File: config.mk
export PLATFORM = sky130hd
export DESIGN_NAME = board_controller
export DESIGN_NICKNAME = d
export VERILOG_FILES = /design/src/rtl/tt_pkg.sv /design/src/rtl/board_controller_debounce.sv /design/src/rtl/board_controller.sv
export SDC_FILE = /design/constraint.sdc
export NUM_CORES = 1
export LEC_CHECK = 0
export BUFFER_PORTS_ARGS = -buffer_cell sky130_fd_sc_hd__buf_4
export CORE_MARGIN = 1.5
export CORE_UTILIZATION = 55
export DETAILED_ROUTE_END_ITERATION = 12
export MAX_ROUTING_LAYER = met4
export PLACE_DENSITY = 0.68
export SLEW_MARGIN = 20
export SYNTH_ARGS = -nofsm -noshare
export SYNTH_HDL_FRONTEND = slang
export SYNTH_SLANG_ARGS = --single-unit
File: constraint.sdc
create_clock -name clk -period 3.96 [get_ports clk]
set_clock_uncertainty 0.2 [all_clocks]
set_input_delay 0.198 -clock clk [delete_from_list [all_inputs] [get_ports clk]]
set_output_delay 0.198 -clock clk [all_outputs]
set_load 0.01 [all_outputs]
File: src/rtl/tt_pkg.sv
// Shared types and constants for the tic-tac-toe board controller.
package tt_pkg;

    typedef enum logic [1:0] {
        ST_PLAY = 2'd0,
        ST_WIN  = 2'd1,
        ST_DRAW = 2'd2
    } state_t;

    // Player to move; a placed mark's shape bit is 1 for X (square), 0 for O (plus).
    localparam logic PLAYER_X = 1'b0;
    localparam logic PLAYER_O = 1'b1;

    localparam logic [1:0] WINNER_NONE = 2'b00;
    localparam logic [1:0] WINNER_X    = 2'b01;
    localparam logic [1:0] WINNER_O    = 2'b10;
    localparam logic [1:0] WINNER_DRAW = 2'b11;

    localparam int NUM_CELLS = 9;
    localparam int NUM_LINES = 8;
    localparam int CELL_W    = 4;

    // Rows 0-2, columns 0-2, main diagonal, anti-diagonal.
    localparam logic [0:7][0:2][CELL_W-1:0] LINES = '{
        '{4'd0, 4'd1, 4'd2},
        '{4'd3, 4'd4, 4'd5},
        '{4'd6, 4'd7, 4'd8},
        '{4'd0, 4'd3, 4'd6},
        '{4'd1, 4'd4, 4'd7},
        '{4'd2, 4'd5, 4'd8},
        '{4'd0, 4'd4, 4'd8},
        '{4'd2, 4'd4, 4'd6}
    };

    // True when every cell of line idx holds a mark with shape bit equal to mark.
    function automatic logic line_complete(input logic [8:0] drawn,
                                           input logic [8:0] shape,
                                           input logic [2:0] idx,
                                           input logic       mark);
        logic r;
        r = 1'b1;
        for (int k = 0; k < 3; k++) begin
            r = r & drawn[LINES[idx][k]] & (shape[LINES[idx][k]] == mark);
        end
        return r;
    endfunction

endpackage

File: src/rtl/board_controller_debounce.sv
// Per-button debouncer: accepts a level after it has been stable long enough,
// and emits a single-cycle pulse on each accepted rising edge.
module button_debounce #(
    parameter int DEBOUNCE_CYCLES = 1_000_000
) (
    input  logic i_clk,
    input  logic i_reset,
    input  logic i_btn,
    output logic o_press
);

    localparam int CNT_W = $clog2(DEBOUNCE_CYCLES + 1);
    localparam logic [CNT_W-1:0] CNT_LAST = CNT_W'(DEBOUNCE_CYCLES - 1);

    logic [CNT_W-1:0] r_cnt;
    logic             r_level;
    logic             r_level_d;
    logic             r_press;

    // Count consecutive cycles where the raw level differs from the accepted one.
    always_ff @(posedge i_clk) begin
        if (i_reset) begin
            r_cnt   <= '0;
            r_level <= 1'b0;
        end else if (i_btn == r_level) begin
            r_cnt <= '0;
        end else if (r_cnt == CNT_LAST) begin
            r_level <= i_btn;
            r_cnt   <= '0;
        end else begin
            r_cnt <= r_cnt + CNT_W'(1);
        end
    end

    // Turn an accepted rising edge into a one-cycle press pulse.
    always_ff @(posedge i_clk) begin
        if (i_reset) begin
            r_level_d <= 1'b0;
            r_press   <= 1'b0;
        end else begin
            r_level_d <= r_level;
            r_press   <= r_level & ~r_level_d;
        end
    end

    assign o_press = r_press;

endmodule

File: src/rtl/board_controller.sv
// Tic-tac-toe input controller: debounced buttons drive a cursor and an
// X/O game FSM; a registered tiles/color image feeds the tile renderer.
module board_controller
    import tt_pkg::*;
#(
    parameter int DEBOUNCE_CYCLES = 1_000_000,
    parameter int BLINK_CYCLES    = 25_000_000
) (
    input  logic        clk,
    input  logic        reset,
    input  logic        btn_up,
    input  logic        btn_down,
    input  logic        btn_left,
    input  logic        btn_right,
    input  logic        btn_center,
    output logic [17:0] tiles,
    output logic [8:0]  color,
    output logic [1:0]  winner,
    output logic        game_over,
    output logic        turn
);

    localparam int BLK_W = $clog2(BLINK_CYCLES + 1);
    localparam logic [BLK_W-1:0] BLINK_LAST = BLK_W'(BLINK_CYCLES - 1);

    logic w_up, w_down, w_left, w_right, w_center;

    button_debounce #(.DEBOUNCE_CYCLES(DEBOUNCE_CYCLES)) u_db_up (
        .i_clk(clk), .i_reset(reset), .i_btn(btn_up), .o_press(w_up));
    button_debounce #(.DEBOUNCE_CYCLES(DEBOUNCE_CYCLES)) u_db_down (
        .i_clk(clk), .i_reset(reset), .i_btn(btn_down), .o_press(w_down));
    button_debounce #(.DEBOUNCE_CYCLES(DEBOUNCE_CYCLES)) u_db_left (
        .i_clk(clk), .i_reset(reset), .i_btn(btn_left), .o_press(w_left));
    button_debounce #(.DEBOUNCE_CYCLES(DEBOUNCE_CYCLES)) u_db_right (
        .i_clk(clk), .i_reset(reset), .i_btn(btn_right), .o_press(w_right));
    button_debounce #(.DEBOUNCE_CYCLES(DEBOUNCE_CYCLES)) u_db_center (
        .i_clk(clk), .i_reset(reset), .i_btn(btn_center), .o_press(w_center));

    state_t            r_state;
    logic [8:0]        r_drawn;
    logic [8:0]        r_shape;
    logic              r_turn;
    logic [1:0]        r_row;
    logic [1:0]        r_col;
    logic [1:0]        r_winner;
    logic [2:0]        r_win_line;
    logic              r_phase;
    logic [BLK_W-1:0]  r_blink_cnt;

    logic [17:0]       r_tiles;
    logic [8:0]        r_color;
    logic [1:0]        r_winner_o;
    logic              r_game_over;
    logic              r_turn_o;

    logic [CELL_W-1:0] w_cell;
    logic              w_cell_occupied;
    logic              w_mark;
    logic [8:0]        w_next_drawn;
    logic [8:0]        w_next_shape;
    logic              w_win;
    logic [2:0]        w_win_line;
    logic              w_move;
    logic [17:0]       w_tiles;
    logic [8:0]        w_color;

    assign w_cell          = {2'b00, r_row} * 4'd3 + {2'b00, r_col};
    assign w_cell_occupied = r_drawn[w_cell];
    assign w_mark          = (r_turn == PLAYER_X);
    // Center has top priority; any direction pulse without center is a move.
    assign w_move          = (r_state == ST_PLAY) & ~w_center
                           & (w_up | w_down | w_left | w_right);

    // Board as it would look after the current player marks the cursor cell.
    always_comb begin
        w_next_drawn         = r_drawn;
        w_next_shape         = r_shape;
        w_next_drawn[w_cell] = 1'b1;
        w_next_shape[w_cell] = w_mark;
    end

    // Find the lowest-index line completed by the mover on the next board.
    always_comb begin
        w_win      = 1'b0;
        w_win_line = '0;
        for (int l = NUM_LINES - 1; l >= 0; l--) begin
            if (line_complete(w_next_drawn, w_next_shape, 3'(l), w_mark)) begin
                w_win      = 1'b1;
                w_win_line = 3'(l);
            end
        end
    end

    // Game FSM: cursor moves and mark placement in PLAY, restart from WIN/DRAW.
    always_ff @(posedge clk) begin
        if (reset) begin
            r_state    <= ST_PLAY;
            r_drawn    <= '0;
            r_shape    <= '0;
            r_turn     <= PLAYER_X;
            r_row      <= 2'd1;
            r_col      <= 2'd1;
            r_winner   <= WINNER_NONE;
            r_win_line <= '0;
        end else begin
            case (r_state)
                ST_PLAY: begin
                    if (w_center) begin
                        if (!w_cell_occupied) begin
                            r_drawn <= w_next_drawn;
                            r_shape <= w_next_shape;
                            r_turn  <= ~r_turn;
                            if (w_win) begin
                                r_state    <= ST_WIN;
                                r_winner   <= (r_turn == PLAYER_X) ? WINNER_X : WINNER_O;
                                r_win_line <= w_win_line;
                            end else if (&w_next_drawn) begin
                                r_state  <= ST_DRAW;
                                r_winner <= WINNER_DRAW;
                            end
                        end
                    end else if (w_up) begin
                        r_row <= (r_row == 2'd0) ? 2'd2 : r_row - 2'd1;
                    end else if (w_down) begin
                        r_row <= (r_row == 2'd2) ? 2'd0 : r_row + 2'd1;
                    end else if (w_left) begin
                        r_col <= (r_col == 2'd0) ? 2'd2 : r_col - 2'd1;
                    end else if (w_right) begin
                        r_col <= (r_col == 2'd2) ? 2'd0 : r_col + 2'd1;
                    end
                end
                ST_WIN, ST_DRAW: begin
                    if (w_center) begin
                        r_state  <= ST_PLAY;
                        r_drawn  <= '0;
                        r_shape  <= '0;
                        r_turn   <= PLAYER_X;
                        r_row    <= 2'd1;
                        r_col    <= 2'd1;
                        r_winner <= WINNER_NONE;
                    end
                end
                default: r_state <= ST_PLAY;
            endcase
        end
    end

    // Cursor blink: free-running half-period, restarted visible on every move.
    always_ff @(posedge clk) begin
        if (reset) begin
            r_phase     <= 1'b0;
            r_blink_cnt <= '0;
        end else if (w_move) begin
            r_phase     <= 1'b1;
            r_blink_cnt <= '0;
        end else if (r_blink_cnt == BLINK_LAST) begin
            r_phase     <= ~r_phase;
            r_blink_cnt <= '0;
        end else begin
            r_blink_cnt <= r_blink_cnt + BLK_W'(1);
        end
    end

    // Compose the board image: marks, cursor preview in PLAY, winning line in WIN.
    always_comb begin
        w_tiles = '0;
        w_color = '0;
        for (int i = 0; i < NUM_CELLS; i++) begin
            w_tiles[2*i]   = r_drawn[i];
            w_tiles[2*i+1] = r_drawn[i] & r_shape[i];
        end
        case (r_state)
            ST_PLAY: begin
                if (!w_cell_occupied) begin
                    if (r_phase) begin
                        w_tiles[{w_cell, 1'b0}] = 1'b1;
                        w_tiles[{w_cell, 1'b1}] = w_mark;
                        w_color[w_cell]         = 1'b1;
                    end
                end else begin
                    w_color[w_cell] = r_phase;
                end
            end
            ST_WIN: begin
                for (int k = 0; k < 3; k++) begin
                    w_color[LINES[r_win_line][k]] = 1'b1;
                end
            end
            default: ;
        endcase
    end

    // Register every output toward the renderer.
    always_ff @(posedge clk) begin
        if (reset) begin
            r_tiles     <= '0;
            r_color     <= '0;
            r_winner_o  <= WINNER_NONE;
            r_game_over <= 1'b0;
            r_turn_o    <= PLAYER_X;
        end else begin
            r_tiles     <= w_tiles;
            r_color     <= w_color;
            r_winner_o  <= r_winner;
            r_game_over <= (r_state != ST_PLAY);
            r_turn_o    <= r_turn;
        end
    end

    assign tiles     = r_tiles;
    assign color     = r_color;
    assign winner    = r_winner_o;
    assign game_over = r_game_over;
    assign turn      = r_turn_o;

endmodule

### After elaboration in Yosys (flattened, before gate mapping)

Memory sizes are Yosys's and may differ from the RTL's.
Cells that the tools add are included.
W data, S select, Z words.

| operators by class | value |
|---|---|
| equality and inequality tests | 33 |
| $add $sub $neg | 11 |
| order comparisons | 13 |
| reduce and logical (&&, ||, !) cells | 31 |
| multiplexer cells | 80 |
| multiply operators | 1 |
| bitwise operators | 76 |

Operator list:

| cell | number |
|---|---|
| $add A20 B1 Y20 const B | 5 |
| $eq A20 B20 Y1 const B | 5 |
| $mux W9 | 7 |
| $mux W18 | 3 |
| $pmux W9 S2 | 3 |
| $and A1 B1 Y1 | 53 |
| $mux W2 | 23 |
| $or A9 B9 Y9 | 3 |
| $add A25 B1 Y25 const B | 1 |
| $eq A25 B25 Y1 const B | 1 |
| $demux W1 S4 | 6 |
| $mux W12 | 2 |
| $mux W3 | 8 |
| $lt A4 B5 Y1 const B | 4 |
| $mux W1 | 20 |
| $bwmux W18 | 1 |
| $or A18 B17 Y18 | 1 |
| $reduce_or A3 Y1 | 6 |
| $ge A4 B1 Y1 const B | 4 |
| $pmux W2 S2 | 4 |
| $reduce_and A4 Y1 | 4 |
| $eq A1 B1 Y1 | 14 |
| $not A1 Y1 | 14 |
| $lt A5 B6 Y1 const B | 2 |
| other kinds (26) | 51 |

| word-level totals | value |
|---|---|
| register bits after elaboration | 202 |
| bits in read-only memories | 96 |
| output and inout bits | 31 |
| memories kept | 1 |

Memories:

| name | depth | width | read ports | clocked after Yosys merged registers in | wr ports | line | text |
|---|---|---|---|---|---|---|---|
| (no name shown) | 8 | 12 | 1 | 0 | 0 | board_controller.sv:186 | `w_color[LINES[r_win_line][k]] = 1'b1;` |

### Longest topological paths before layout

| logic depth | value |
|---|---|
| depth after elaboration | 25 |
| depth in mapped cells | 13 |

### Hierarchy

From an unflattened synthesis, not the netlist that was laid out.

| second synthesis, totals | value |
|---|---|
| cells, all modules | 1119 |
| area total of the unflattened synthesis | 9878.2 um^2 |

By module, submodules not included:

| module | area each (um^2) | cells an instance | instances |
|---|---|---|---|
| board_controller | 4474.3 | 534 | 1 |
| button_debounce (u_db_center ...) | 1078.5 | 118 | 4 |
| button_debounce (u_db_up) | 1089.8 | 113 | 1 |

### Worst setup path after synthesis

No wires, ideal clock.

| timing path | value |
|---|---|
| path kind | reg-to-reg |
| from | register r_row[0] |
| to | register r_winner[0] |
| path buffers | 2 |
| stages on the path, launching flop included | 14 |
| data required time | 3.633 ns |
| clock period less this slack | 3.507 ns |
| arrival | 3.179 ns |
| path slack | 0.453 ns |
| cell sequence | dfxtp_1 -> fa_1 -> ha_1 -> inv_1 -> fa_1 -> buf_4 -> and4bb_1 -> buf_2 -> a21oi_1 -> nor3_1 -> nor4_4 -> a21o_4 -> nor2b_4 -> o211ai_1 |

| on the way | value |
|---|---|
| word-level cells in the longest chain between the ends | 25 |
| elaborated cells between the ends (all ways) | 73 |

RTL lines:

| what | line | text |
|---|---|---|
| from (decl) | board_controller.sv:43 | `logic [1:0] r_row;` |
| from (signal assigned) | board_controller.sv:123 | `r_row <= (r_row == 2'd0) ? 2'd2 : r_row - 2'd1;` |
| from (signal assigned) | board_controller.sv:125 | `r_row <= (r_row == 2'd2) ? 2'd0 : r_row + 2'd1;` |
| $mul A2 B2 Y4 (*) | board_controller.sv:67 | `assign w_cell = {2'b00, r_row} * 4'd3 + {2'b00, r_col};` |
| $add A4 B2 Y4 (*) | board_controller.sv:67 |  |
| $lt A4 B5 Y1 (not written as such) / $ge A4 B1 Y1 (equally long branches) | board_controller.sv:78, board_controller.sv:79 |  |
| $logic_and A1 B1 Y1 (not written as such) | board_controller.sv:78, board_controller.sv:79 |  |
| $mux W1 (not written as such) | board_controller.sv:78, board_controller.sv:79 |  |
| $demux W1 S4 | board_controller.sv:78, board_controller.sv:79 |  |
| $bwmux W9 | board_controller.sv:79 | `w_next_shape[w_cell] = w_mark;` |
| $eq A1 B1 Y1 | tt_pkg.sv:43 | `r = r & drawn[LINES[idx][k]] & (shape[LINES[idx][k]] == mark);` |
| $and A1 B1 Y1 (5 in series) | tt_pkg.sv:43 |  |
| $mux W1 (8 in series) | board_controller.sv:87 | `if (line_complete(w_next_drawn, w_next_shape, 3'(l), w_mark)) begin` |
| $mux W2 | board_controller.sv:113 | `if (w_win) begin` |
| $mux W2 | board_controller.sv:109 | `if (!w_cell_occupied) begin` |
| $mux W2 | board_controller.sv:108 | `if (w_center) begin` |
| $pmux W2 S2 | board_controller.sv:106 | `case (r_state)` |
| to (signal assigned) | board_controller.sv:115 | `r_winner <= (r_turn == PLAYER_X) ? WINNER_X : WINNER_O;` |
| to (decl) | board_controller.sv:45 | `logic [1:0] r_winner;` |

Every way passes the cells marked *; elsewhere a longest branch is shown, timed or not. The select of a mux whose other input is x is not followed.
A chain may end at the register's enable or synchronous reset.

### Worst setup path after layout

| timing path | value |
|---|---|
| from | register r_row[0] |
| to | register r_winner[1] |

The elaborated chain is that of the path after synthesis.

==> flow_summary.toml <==
[status]
status = "finished clean"

[route]
final_antenna_net_count = 0
wl_met2_mm = 7.81
wirelength_mm = 17.2
firstDrtPassIters = 5
drt_iter0_drc = 349
via_count = 6983
post_drt_wl_per_cell_um = 13.3
via_per_inst = 5.38
met1_length_mm = 8.31
drc = 0
dr.max_layer_used = "met4"
route.met3.wl_um = 765

[cts]
cts_inserted_buffers = 22
insertion_delay_ps = 490
numClockSinks = 202
cts_htree_levels = 1
cts.clk_slew.worst_paths_ps = 60
cts-root-buf = "clkbuf_16"
cts_setup_buffers = 0
cts_tree = "yes"
clock_path_buffers = 3

[layout]
area_growth_pct = 14.5
stdcell_count = 1297
nets = 1094
fin_util_pct = 64.7
antennaDiodeCount = 0
drive_gt1_share_pct = 9.99

[floorplanning]
top_level_ports = 38
rows = 46
die_area_um2 = 17200
initial_core_util_pct = 56.5
die_y_um = 131
core_area_um2 = 16000
die_x_um = 131

[sta]
max-slew-margin-rel_pct = 44.3
hold_viol = 0
worst_hold_slack_ps = 175
rsz0062_at_grt = "false"
layout_worst_path_cycle_share_pct = 92.6
setup_viol = 0
worst_pin_slew_ps = 836
postLayoutSetupSlackWorst_ps = 294
setup_tns_ps = 0
fin_crit_ps = 3670
max_clock_freq_mhz = 273
slew_violations = 0

[critical_path]
crit_type = "register to register"
max_stage_delay_ps = 650
end_kind = "register"
crit_fanout = 11
required_ps = 4180
critPathLaunchType = "register"
arrival_ps = 3880
cpMaxStageDelayCell = "fa_2"
cp_cell_sequence = "fa_1, ha_1, inv_1, fa_2, nor4b_4, a21oi_2, or2_4, o221a_4, a21o_4, nor2b_4, o211ai_1"

[yosys]
ys_ff_latch = 202
netlist_area_um2 = 9040
syn_area_per_cell_um2 = 8.86
synthFlopType = "dfxtp_1"
synth_area_leader_cell = "dfxtp_1"
synth_edf_count = 0
synthTopCellsByArea = "dfxtp_1, nor2_1, xor2_1"
yosysMostFrequentCell = "dfxtp_1"
ys_seq_area_share_pct = 44.7
synth_top_area_share_pct = 44.7
synth_warnings = 0
syn_nets = 1049
async_reset_ff_share_pct = 0
synth_cells = 1021
synth_common_cells = "dfxtp_1, nor2_1, xor2_1, nand2_1, xnor2_1"
synthDistinctLibCells = 64

[min_path]
min_path_type = "register to register"

[power_and_ir_drop]
powerDensity_nw_per_um2 = 399
p_leak_nw = 3.90
peakVddDrop_mv = 0.378

[global_routing]
grt_overflow = 0
grt_usage_pct = 20.5
grt_max_degree = 37
grt_pass1_wl_mm = 29.6
antenna_found_initial = 0
first_global_vias = 6374

[job]
max_cap_viol_count = 0

[place]
dp.cells = 1248
place_ws_ps = 159
gp_congestion = 0.873
dpl.hpwl_mm = 11.6
io_buffers = 37
-- final cells by class --
class | instances | area [um^2]
Clock buffer | 29 | 618
Clock inverter | 10 | 106
Fill cell | 1393 | 5640
Inverter | 30 | 113
Multi-Input combinational cell | 745 | 4690
Sequential cell | 202 | 4040
Tap cell | 216 | 270
Timing Repair Buffer | 65 | 513
-- metrics by stage --
stage | area, um^2 | total power, mW
floorplan | 9040 | 2.13
global placement | 9520 | 2.15
detailed placement | 9520 | 2.15
CTS | 10300 | 4.19
global route | 10400 | 4.27
finish | 10400 | 4.14
-- where the power goes --
group	total, mW	internal, mW	switching [mW]
combinational	0.0628	0.0203	0.0425
sequential	2.05	2.04	0.00642
clock	2.03	1.23	0.799
-- routing by layer --
metal	global-route usage, %	up-vias
li1	-	3593
met3	3.59	35
met4	5.18	0
met5	-	-
met2	32.9	134
met1	27.0	3221
-- cell families after synthesis --
kind of cell / after synthesis / synth area share [%]
simple gates: 457 / 25.4
flops: 202 / 44.7
fa+ha+maj: 21 / 3.07
compound gates: 131 / 9.98
mux: 13 / 1.44
xor+xnor: 123 / 11.9
buf+inv: 74 / 3.51
-- worst max-delay path, delay by kind of cell (launching register included) --
kind                       cells  cell delay (ps)
DFF                            1              360
AOI/OAI and AO/OA              4              790
buffers and inverters          1               50
adders and majority gates      3             1340
and+or+nand+nor                3              840
-- layout by cell type (no fill, tap or decap), drive strengths merged, types with 3 or more instances in the layout --
cell,Yosys,routed
mux2i,13,13
or3,12,12
and4b,3,3
o21ai,21,21
buf,15,55
nand3,45,45
nor2b,17,17
a22oi,15,15
nand3b,5,5
a22o,18,18
nand4,21,21
dlygate4sd3,0,10
nand2b,6,6
clkinv,0,7
xnor2,52,52
and4,9,9
a21oi,40,40
inv,30,30
and3,28,28
dfxtp,202,202
a211oi,4,4
ha,19,19
nor4,11,11
nand2,61,61
nor2,196,196
o22ai,12,12
clkbuf,29,29
nor4b,8,8
nor3,19,19
and2,4,4
xor2,71,71
-- sequential cells by signal, indices dropped and copies added (netlist names), 2 cells and up --
signal,cells
r_blink_cnt,25
u_db_center.r_cnt,20
u_db_down.r_cnt,20
u_db_left.r_cnt,20
u_db_right.r_cnt,20
u_db_up.r_cnt,20
tiles,18
color,9
r_drawn,9
r_shape,9
r_win_line,3
r_col,2
r_row,2
r_state,2
r_winner,2
winner,2
-- timing repair --
action                                  CTS  global route
gates resized for setup                   0             3
hold buffers                             10             0
endpoints found under the hold margin    18             0
endpoints found under the setup margin    0             8
-- worst paths after layout --
kind                                        start               to  slack (ps)  cells after the start
worst max-delay path                     r_row[0]      r_winner[1]         290                     11
worst max register to register           r_row[0]      r_winner[1]         290                     11
worst min-delay path            u_db_up.r_level_d  u_db_up.o_press         170                      1
worst min register to register  u_db_up.r_level_d  u_db_up.o_press         170                      1
No activity file was read; power rests on OpenSTA's default activity.
